$ cat src/rtl/addsub_acc_ctrl.sv
// Accumulator controller wrapped around an external combinational add/subtract stage.
// A command is latched in IDLE, run through the adder in EXEC, and offered as a result in DONE.
module addsub_acc_ctrl #(
   parameter int unsigned WIDTH  = 6,
   parameter bit          SAT_EN = 1'b0
) (
   input  logic             clk,
   input  logic             reset,
   input  logic             cmd_valid,
   output logic             cmd_ready,
   input  logic [1:0]       cmd_op,
   input  logic [WIDTH-1:0] cmd_data,
   output logic [WIDTH-1:0] add_x,
   output logic [WIDTH-1:0] add_y,
   output logic             add_sel,
   input  logic [WIDTH-1:0] add_sum,
   input  logic             add_cout,
   input  logic             add_ovf,
   output logic             res_valid,
   input  logic             res_ready,
   output logic [WIDTH-1:0] acc,
   output logic             flag_c,
   output logic             flag_v,
   output logic             flag_z,
   output logic             flag_n,
   output logic             ovf_sticky
);

   localparam logic [1:0] StIdle = 2'd0;
   localparam logic [1:0] StExec = 2'd1;
   localparam logic [1:0] StDone = 2'd2;

   localparam logic [1:0] OpClr  = 2'b00;
   localparam logic [1:0] OpLoad = 2'b01;
   localparam logic [1:0] OpAdd  = 2'b10;
   localparam logic [1:0] OpSub  = 2'b11;

   localparam logic [WIDTH-1:0] MaxPos = {1'b0, {(WIDTH-1){1'b1}}};
   localparam logic [WIDTH-1:0] MinNeg = {1'b1, {(WIDTH-1){1'b0}}};

   logic [1:0]       state_q, state_d;
   logic [1:0]       op_q, op_d;
   logic [WIDTH-1:0] data_q, data_d;
   logic [WIDTH-1:0] acc_q, acc_d;
   logic             c_q, c_d;
   logic             v_q, v_d;
   logic             sticky_q, sticky_d;

   always_comb begin
      state_d  = state_q;
      op_d     = op_q;
      data_d   = data_q;
      acc_d    = acc_q;
      c_d      = c_q;
      v_d      = v_q;
      sticky_d = sticky_q;
      case (state_q)
         StIdle: begin
            if (cmd_valid) begin
               op_d    = cmd_op;
               data_d  = cmd_data;
               state_d = StExec;
            end
         end
         StExec: begin
            state_d = StDone;
            case (op_q)
               OpClr: begin
                  acc_d    = '0;
                  c_d      = 1'b0;
                  v_d      = 1'b0;
                  sticky_d = 1'b0;
               end
               OpLoad: begin
                  acc_d    = data_q;
                  c_d      = 1'b0;
                  v_d      = 1'b0;
                  sticky_d = 1'b0;
               end
               default: begin
                  // Saturation direction follows the sign of the operand already in acc.
                  if (SAT_EN && add_ovf) begin
                     acc_d = acc_q[WIDTH-1] ? MinNeg : MaxPos;
                  end else begin
                     acc_d = add_sum;
                  end
                  c_d      = add_cout;
                  v_d      = add_ovf;
                  sticky_d = sticky_q | add_ovf;
               end
            endcase
         end
         StDone: begin
            if (res_ready) begin
               state_d = StIdle;
            end
         end
         default: state_d = StIdle;
      endcase
   end

   always_ff @(posedge clk) begin
      if (reset) begin
         state_q  <= StIdle;
         op_q     <= 2'b00;
         data_q   <= '0;
         acc_q    <= '0;
         c_q      <= 1'b0;
         v_q      <= 1'b0;
         sticky_q <= 1'b0;
      end else begin
         state_q  <= state_d;
         op_q     <= op_d;
         data_q   <= data_d;
         acc_q    <= acc_d;
         c_q      <= c_d;
         v_q      <= v_d;
         sticky_q <= sticky_d;
      end
   end

   assign cmd_ready  = (state_q == StIdle);
   assign res_valid  = (state_q == StDone);
   assign add_x      = acc_q;
   assign add_y      = (state_q == StExec) ? data_q : '0;
   assign add_sel    = (state_q == StExec) && (op_q == OpSub);
   assign acc        = acc_q;
   assign flag_c     = c_q;
   assign flag_v     = v_q;
   assign flag_z     = (acc_q == '0);
   assign flag_n     = acc_q[WIDTH-1];
   assign ovf_sticky = sticky_q;

endmodule
$ cat config.mk
export PLATFORM = sky130hd
export DESIGN_NAME = addsub_acc_ctrl
export DESIGN_NICKNAME = d
export VERILOG_FILES = /design/src/rtl/addsub_acc_ctrl.sv
export SDC_FILE = /design/constraint.sdc
export NUM_CORES = 1
export LEC_CHECK = 0
export CAP_MARGIN = 25
export CORE_ASPECT_RATIO = 1.1
export CORE_MARGIN = 2
export CORE_UTILIZATION = 38
export DETAILED_ROUTE_END_ITERATION = 7
export GPL_TIMING_DRIVEN = 0
export PLACE_DENSITY_LB_ADDON = 0.08
export REMOVE_ABC_BUFFERS = 1
export SYNTH_ARGS = -nofsm -noshare
export SYNTH_HDL_FRONTEND = slang
export SYNTH_SLANG_ARGS = --single-unit
$ cat constraint.sdc
create_clock -name clk -period 1.7 [get_ports clk]
set_clock_uncertainty 0.15 [all_clocks]
set_input_delay 0.425 -clock clk [delete_from_list [all_inputs] [get_ports clk]]
set_output_delay 0.425 -clock clk [all_outputs]
set_load 0.005 [all_outputs]
==> summary.txt <==
Worst setup path
  • Crit path from: acc[3]
  • Reg2Reg Capture Point: acc[4]
  • Startpoint Class: flip-flop
  • Crit path to: flag_z
  • Critical R2R Launch: state_q[1]
  • CP max FO: 2
  • Reg2reg path depth: 9
  • Worst R2R Setup Slack: 0.07 ns
  • Critical path required time: 1.12 ns
  • Critical path endpoint category: primary output
  • Setup Crit Path Kind: reg -> out
  • Worst Path Arrival: 1.38 ns

Synth
  • Top post-synthesis cells by area: dfxtp_1, mux2i_1, buf_4, nand2_1, a31oi_1
  • Post-Syn Area per Cell: 8.81 um2
  • Yosys reg bits: 19
  • Post-synthesis cell area: 881 um2
  • Cell count after synthesis: 100
  • Post-synth cell types: 22
  • Sequential area share after synthesis: 0.432
  • Top cell type's share of synthesized area: 0.432
  • Yosys warns: 0
  • Synth area leader: dfxtp_1

Floorplanning
  • Die width: 49.9 um
  • Core Rows: 18
  • I/O pin cnt: 46
  • Die ar.: 2720 um2
  • Initial core utilization: 0.395
  • Die H: 54.5 um
  • Core region area: 2230 um2

Drt
  • Met3 wire len: 150 um
  • Iter 0 DRT Violations: 6
  • Met2 WL: 1140 um
  • WL met1: 1040 um
  • Vias per cell: 4.77
  • DRC viols: 0
  • Max Used Layer: met4
  • First drt pass iteration count: 4
  • Antenna-violating nets left: 0
  • Routed length per instance: 12.7 um
  • Routed vias: 883
  • Final WL: 2340 um

Clock tree
  • Cts bufs inserted: 3
  • Clock Path Buffers: 2
  • Clock transition at path regs: 0.11 ns
  • CTS Hold Buffers Added: 0
  • H-tree depth: 1
  • Worst skew pair latency: 0.29 ns
  • CTS tree: done
  • Clk root buf: clkbuf_4
  • CTS Sinks: 19

Timing
  • # setup viols final: 8
  • Slew Limit Fails: 0
  • Max_slew headroom: 0.490
  • Actual slew at the worst max-slew pin: 0.762 ns
  • Max Clk Rate: 0.512 GHz
  • Fin. Hold Viols: 0
  • Min Tclk post-route: 1.95 ns
  • RSZ-0062 raised after global routing: true
  • Part of the cycle the worst path needs: 1.15
  • Setup TNS: -1.06 ns
  • Min setup slack post-route: -0.251 ns
  • Hold slack: 0.315 ns

GRT
  • Antenna violations before repair: 0
  • Largest net degree at the start of global routing: 20
  • Vias in the first global route: 849
  • Global-route wire length before repair: 3950 um
  • Total global routing track utilization: 0.195
  • Grt ovf: 0

Final layout
  • Layout Nets: 176
  • Layout cells sized above 1: 0.394
  • Area Overhead vs Synth: 74.3%
  • Fillers: 193
  • Inserted Diodes: 0

Power and ir drop
  • Sw power: 230 uW
  • PwrDens: 596 nW/um2
  • Max VDD drop: 469 uV
  • Clock network fraction of design power: 0.247
  • P_int: 685 uW
  • Reg power frac: 0.528
  • LEAKAGE: 0.694 nW
  • Logic pwr share: 0.226
  • Sw frac: 0.252

Job
  • Maxcap violations: 0

Min path
  • Hold Crit Class: reg -> reg
  • Worst hold stages: 2

Run status
  • Status: finished with violations
  • Failing checks: setup timing

Placed design
  • DPL Wire Length: 1470 um
  • PortBufs: 45
  • GP Congestion: 0.681
==> how the worst min path moves through the flow <==
stage,from,end,slack [ns]
after global routing,flag_c,flag_c,0.33
after CTS,flag_v,flag_v,0.32
after detailed placement,flag_v,flag_v,0.31
after global placement,flag_c,flag_c,0.30
final,flag_c,flag_c,0.31
after floorplan,data_q[0],acc[0],0.29
==> cell usage in the layout, fill, tap and decap left out, drive strengths merged <==
cell and n:
and3 1, mux2i 8, dlygate4sd2 16, clkbuf 5, a31oi 6, nor2b 4, clkdlybuf4s50 19, nor2 10
nor3 2, buf 28, nor3b 1, nand3 8, or4 1, a21oi 4, and4bb 1, nand2b 2
and2 6, nand2 14, dfxtp 19
==> registers in the layout (all words and copies together), names as in the netlist <==
register and count:
data_q 6, op_q 2, state_q 2, acc 6
flag_c 1, flag_v 1, ovf_sticky 1
==> Yosys cell counts <==
master,number
a21oi_1,2
a21oi_2,2
a31oi_1,6
and2_1,6
and3_1,1
and4bb_1,1
buf_1,1
buf_2,3
buf_4,9
buf_6,1
dfxtp_1,19
mux2i_1,8
nand2_1,14
nand2b_1,2
nand3_1,6
nand3_2,2
nor2_1,10
nor2b_1,3
nor3_1,1
nor3_2,1
nor3b_1,1
or4_1,1
==> cell families after synthesis <==
kind of cell	after synthesis	share of synthesized area
muxes	8	0.0909
and+or+nand+nor	49	0.293
DFF	19	0.432
buffers and inverters	14	0.111
AOI/OAI and AO/OA	10	0.0739
==> per-stage QoR <==
| stage | cell area [um2] | utilization | power, mW | std cells | setup slack, ns |
|---|---|---|---|---|---|
| global placement | 1270 | 0.570 | 0.641 | 161 | -0.977 |
| floorplan | 783 | - | 0.548 | 86 | -0.242 |
| finish | 1540 | 0.689 | 0.915 | 185 | -0.251 |
| CTS | 1460 | 0.653 | 0.900 | 181 | -0.312 |
| detailed placement | 1280 | 0.572 | 0.645 | 161 | -0.939 |
| global route | 1540 | 0.689 | 0.967 | 185 | -0.325 |
==> layout make-up <==
cell class,count,area (um2),share of cell area
Clock buffer,4,26.3,0.0171
Multi-Input combinational cell,68,470,0.306
Sequential cell,19,403,0.262
Tap cell,30,37.5,0.0244
Timing Repair Buffer,64,598,0.390
==> worst max-delay path: stages, from the launching register on <==
cell     delay [ns]
dfxtp_2        0.34
or4_4          0.53
nor3_2         0.10
buf_2          0.12
==> per-layer routing <==
metal	track usage	up-vias
li1	-	440
met1	0.227	409
met2	0.347	32
met3	0.0464	2
met4	0.0833	0
met5	0	-
==> power groups by stage <==
stage | Clock [mW] | Sequential, mW | Combinational, mW
after floorplan | 0 | 0.490 | 0.0571
after global placement | 0 | 0.495 | 0.146
after detailed placement | 0 | 0.496 | 0.149
after CTS | 0.235 | 0.482 | 0.183
after global routing | 0.258 | 0.486 | 0.223
final | 0.226 | 0.483 | 0.206
==> repair_timing <==
item | CTS | global route
gates resized for setup | 80 | 12
buffers inserted | 15 | 4
endpoints found under the setup margin | 44 | 18
pin swaps | 4 | 6
cloned | 1 | 0
hold endpoints to repair | 0 | 0
Note: power is estimated with default switching activity, not from simulation.
